## src/rtl/enable_pacer_pkg.sv

```systemverilog
// enable_pacer shared definitions
// FSM encodings and gap-counter sizing
package enable_pacer_pkg;

  localparam logic [1:0] ST_IDLE    = 2'd0;
  localparam logic [1:0] ST_ISSUE   = 2'd1;
  localparam logic [1:0] ST_HOLDOFF = 2'd2;

  localparam int GAP_W = 8;

  typedef enum logic [1:0] {
    IDLE    = ST_IDLE,
    ISSUE   = ST_ISSUE,
    HOLDOFF = ST_HOLDOFF
  } state_e;

  // Reload value for the gap counter after an ISSUE cycle
  function automatic logic [GAP_W-1:0] gap_load(input int gap);
    if (gap > 0) begin
      return GAP_W'(gap - 1);
    end
    return '0;
  endfunction

endpackage

```

## src/rtl/enable_pacer_counter.sv

```systemverilog
// enable_pacer backlog counter
// Saturating up/down counter with sync clear
module sat_updown_counter #(
  parameter int WIDTH = 4
) (
  input  logic             clk,
  input  logic             rst,
  input  logic             inc,
  input  logic             dec,
  input  logic             clr,
  output logic [WIDTH-1:0] count,
  output logic             sat
);

  localparam logic [WIDTH-1:0] MAX = '1;

  logic [WIDTH-1:0] count_q;
  logic [WIDTH-1:0] count_d;

  assign sat   = (count_q == MAX);
  assign count = count_q;

  // Next count: clear wins, inc+dec cancel, clamp at both ends
  always_comb begin
    count_d = count_q;
    if (clr) begin
      count_d = '0;
    end else if (inc && !dec && !sat) begin
      count_d = count_q + WIDTH'(1);
    end else if (dec && !inc && (count_q != '0)) begin
      count_d = count_q - WIDTH'(1);
    end
  end

  // Count register
  always_ff @(posedge clk or negedge rst) begin
    if (!rst) begin
      count_q <= '0;
    end else begin
      count_q <= count_d;
    end
  end

endmodule

```

## src/rtl/enable_pacer.sv

```systemverilog
// enable_pacer top
// Paces queued requests into spaced enable pulses
module enable_pacer
  import enable_pacer_pkg::*;
#(
  parameter int WIDTH = 4,
  parameter int GAP   = 1
) (
  input  logic             clk,
  input  logic             rst,
  input  logic             tick_in,
  input  logic             ready_in,
  input  logic             clear,
  output logic             enable_out,
  output logic [WIDTH-1:0] pending,
  output logic             overflow,
  output logic             busy
);

  localparam logic [GAP_W-1:0] GAP_LD = gap_load(GAP);

  state_e           state_q;
  state_e           state_d;
  logic [GAP_W-1:0] gap_q;
  logic [GAP_W-1:0] gap_d;
  logic             en_q;
  logic             ovf_q;
  logic             ovf_d;
  logic             sat;
  logic             issue;

  assign issue = (state_q == ISSUE);

  sat_updown_counter #(
    .WIDTH (WIDTH)
  ) u_backlog (
    .clk   (clk),
    .rst   (rst),
    .inc   (tick_in),
    .dec   (issue),
    .clr   (clear),
    .count (pending),
    .sat   (sat)
  );

  // A tick is lost only when full and not offset by an issue
  always_comb begin
    ovf_d = ovf_q;
    if (clear) begin
      ovf_d = 1'b0;
    end else if (tick_in && sat && !issue) begin
      ovf_d = 1'b1;
    end
  end

  // Next state and gap counter; clear overrides everything
  always_comb begin
    state_d = state_q;
    gap_d   = gap_q;
    if (clear) begin
      state_d = IDLE;
      gap_d   = '0;
    end else begin
      unique case (state_q)
        IDLE: begin
          if ((pending != '0) && ready_in) begin
            state_d = ISSUE;
          end
        end
        ISSUE: begin
          if (GAP > 0) begin
            state_d = HOLDOFF;
            gap_d   = GAP_LD;
          end else begin
            state_d = IDLE;
          end
        end
        HOLDOFF: begin
          if (gap_q == '0) begin
            state_d = IDLE;
          end else begin
            gap_d = gap_q - GAP_W'(1);
          end
        end
        default: begin
          state_d = IDLE;
          gap_d   = '0;
        end
      endcase
    end
  end

  // State, gap, pulse and sticky flag registers
  always_ff @(posedge clk or negedge rst) begin
    if (!rst) begin
      state_q <= IDLE;
      gap_q   <= '0;
      en_q    <= 1'b0;
      ovf_q   <= 1'b0;
    end else begin
      state_q <= state_d;
      gap_q   <= gap_d;
      en_q    <= (state_d == ISSUE);
      ovf_q   <= ovf_d;
    end
  end

  assign enable_out = en_q;
  assign overflow   = ovf_q;
  assign busy       = (state_q != IDLE) || (pending != '0);

endmodule

```

## config.mk

```make
export PLATFORM = sky130hd
export DESIGN_NAME = enable_pacer
export DESIGN_NICKNAME = d
export VERILOG_FILES = /design/src/rtl/enable_pacer_pkg.sv /design/src/rtl/enable_pacer_counter.sv /design/src/rtl/enable_pacer.sv
export SDC_FILE = /design/constraint.sdc
export NUM_CORES = 1
export LEC_CHECK = 0
export ABC_AREA = 1
export BUFFER_PORTS_ARGS = -buffer_cell sky130_fd_sc_hd__buf_2
export CORE_ASPECT_RATIO = 0.6
export CORE_MARGIN = 1
export CORE_UTILIZATION = 35
export CTS_BUF_LIST = sky130_fd_sc_hd__clkbuf_4 sky130_fd_sc_hd__clkbuf_8
export CTS_CLUSTER_SIZE = 28
export DETAILED_ROUTE_END_ITERATION = 10
export GPL_ROUTABILITY_DRIVEN = 0
export GPL_TIMING_DRIVEN = 1
export MAX_ROUTING_LAYER = met4
export PLACE_DENSITY = 0.52
export SLEW_MARGIN = 10
export SYNTH_ARGS = -nofsm -noshare
export SYNTH_HDL_FRONTEND = slang
export SYNTH_SLANG_ARGS = --single-unit
```

## constraint.sdc

```tcl
create_clock -name clk -period 4.1 [get_ports clk]
set_input_delay 0.205 -clock clk [delete_from_list [all_inputs] [get_ports clk]]
set_output_delay 0.205 -clock clk [all_outputs]
set_load 0.01 [all_outputs]
```

==> results.toml <==
[worst_setup_path]
arrival_ps = 1900
r2r_slack_ps = 2340
endpoint_kind = "flip-flop"
critical-path-top-delay-family = "simple AND/OR/NAND/NOR gates"
slowest_stage = "dfrtp_1"
path_cells = "inv_2 > nand2_2 > nand2_2 > inv_2 > nand2_2 > ha_1 > nand2_1 > nand2_1 > nor2_1 > nand3_1 > nand3_1 > nand2_1"
cp_num_buf_inv = 2
critical-path-max-stage-delay_ps = 380
critical_path_class = "reg2reg"
critPathRequiredTime_ps = 4240
critPathMaxFanout = 6
start_kind = "flip-flop"

[detailed_routing]
post_drt_wl_per_cell_um = 11.8
wl_met2_um = 734
first_pass_iters = 7
met1_length_mm = 1.23
postRouteAntennaNets = 0
top_layer = "met4"
route.detailed.drc = 2
num_vias = 862
vias_per_cell = 4.76
routed_wl_mm = 2.13
routed-wl-met3_um = 140
initialDrtViolationCount = 57

[die]
dieArea_mm2 = 0.00311
start_util = 0.386
die_x_um = 71.3
io_pins = 12
die_y_um = 43.6
core.rowCount = 14
core-area_mm2 = 0.00261

[cells_and_area]
diodes = 0
drive_above_1_share = 0.208
syn_to_final_growth_pct = 14.5
nets = 161
post-route-util = 0.442

[timing]
timing.fmax_ghz = 0.567
finClkSkew_ps = 3.90
period_share = 0.430
setup_slack_ps = 2340
hold-worst-slack_ps = 221
worst_pin_slew_ps = 379
finalSetupViolCount = 0
fin_tns_setup_ps = 0
timing.slew.headroom = 0.746
rsz0062_at_grt = "false"
finalMaxSlewViolations = 0
hold_viol = 0
period_needed_ps = 1760

[clocking]
holdBufCountCts = 1
h-tree-depth = 1
cts-root-buf = "clkbuf_8"
cts_inserted_buffers = 3
cts_tree = "yes"
cts_buffer_depth = 2
cts_setup_buffers = 0
clk_latency_ps = 250
clock_sinks = 16
path_clk_slew_ps = 60
cts_resized = 0

[synth]
synth-seq-cells = 16
yosys_warnings = 0
syn_avg_cell_area_um2 = 7.53
synth_flop_cell = "dfrtp_1"
synth_edf_count = 0
netlist_instances = 134
synth_area_mm2 = 0.00101
ys_types = 21
synthArstFlopShare = 1.00
syn_nets = 144
yosys-top-cells-area = "dfrtp_1, nand2_1, nor2_1"
synthTopCellsByCount = "nand2_1, nor2_1, inv_1"
post-synth-top-area-cell = "dfrtp_1"
synthDominantCellAreaShare = 0.397
seq_area_frac_synth = 0.397
yosysMostFrequentCell = "nand2_1"

[pwr]
power_density_mw_per_mm2 = 488
peakVddDrop_uv = 181
leakage_nw = 0.608

[grt]
grt_max_degree = 17
grt_overflow = 0
track_usage = 0.178
first_global_vias = 773
grt_pass1_wl_mm = 3.82
antenna_found_initial = 0

[placed_design]
place_ws_ps = 2340
dp_hpwl_mm = 1.69
io_buffers = 11

[outcome]
outcome = "complete, but fails checks"
violations = "design-rule violations"

[flow_run]
drv_cap = 0

[hold_path]
min_path_type = "in2reg"
==> sequential cells by signal, indices dropped and copies added, names as in the netlist <==
register	cells
overflow	1
state_q	2
enable_out	1
gap_q	8
u_backlog.count	4
==> per-stage QoR <==
step	instance area, µm²	std cells	total power [mW]
floorplan	1010	134	0.382
global placement	1100	177	0.449
detailed placement	1100	177	0.449
CTS	1150	181	0.570
global route	1150	181	0.618
finish	1150	181	0.564
==> cells by family (layout without fill, tap and decap cells) <==
kind of cell,Yosys count,in the layout,share of synthesized area
buffers and inverters,23,38,0.0881
adder cells (fa/ha/maj),5,5,0.0695
flip-flops,16,16,0.397
XOR/XNOR,3,3,0.0261
AO/OA/AOI/OAI,14,14,0.0931
AND/OR/NAND/NOR,73,73,0.326
==> worst paths after layout <==
check / from / to / cells after the start
setup reg to reg: state_q[1] / u_backlog.count[3] / 12
min in group asynchronous: rst / overflow / 2
hold reg to reg: overflow / overflow / 2
setup / recovery: state_q[1] / u_backlog.count[3] / 12
max in group asynchronous: rst / gap_q[4] / 2
hold / removal: clear / overflow / 2
==> placed cells by master (no fill, tap or decap), drive strengths merged <==
| master | instances |
|---|---|
| nor2 | 23 |
| dlygate4sd3 | 1 |
| dfrtp | 16 |
| xor2 | 3 |
| clkbuf | 3 |
| o22ai | 4 |
| ha | 4 |
| nand3 | 14 |
| fa | 1 |
| buf | 11 |
| nand4 | 3 |
| a21oi | 1 |
| inv | 23 |
| nand2 | 33 |
| o21ai | 9 |
==> worst reg2reg max path, cell delays in order (launching register included) <==
cell	delay, ps
dfrtp_1	380
inv_2	120
nand2_2	90
nand2_2	80
inv_2	40
nand2_2	130
ha_1	300
nand2_1	90
nand2_1	50
nor2_1	150
nand3_1	90
nand3_1	80
nand2_1	50
==> area by class of cell <==
type / instances / area, µm²
Clock buffer: 3 / 41.3
Fill cell: 272 / 1460
Inverter: 23 / 88.8
Multi-Input combinational cell: 95 / 519
Sequential cell: 16 / 400
Tap cell: 32 / 40.0
Timing Repair Buffer: 12 / 65.1
==> routing by layer <==
metal	up-vias	track usage
li1	456	-
met1	382	0.262
met2	20	0.213
met3	4	0.0674
met4	0	0.0600
met5	-	-
==> power breakdown <==
group          switching [mW]  internal [mW]  total (mW)
logic                   0.147         0.0892       0.236
clock network          0.0516         0.0651       0.117
registers              0.0283          0.183       0.211
total                   0.226          0.337       0.564
Note: power is estimated with default switching activity, not from simulation.
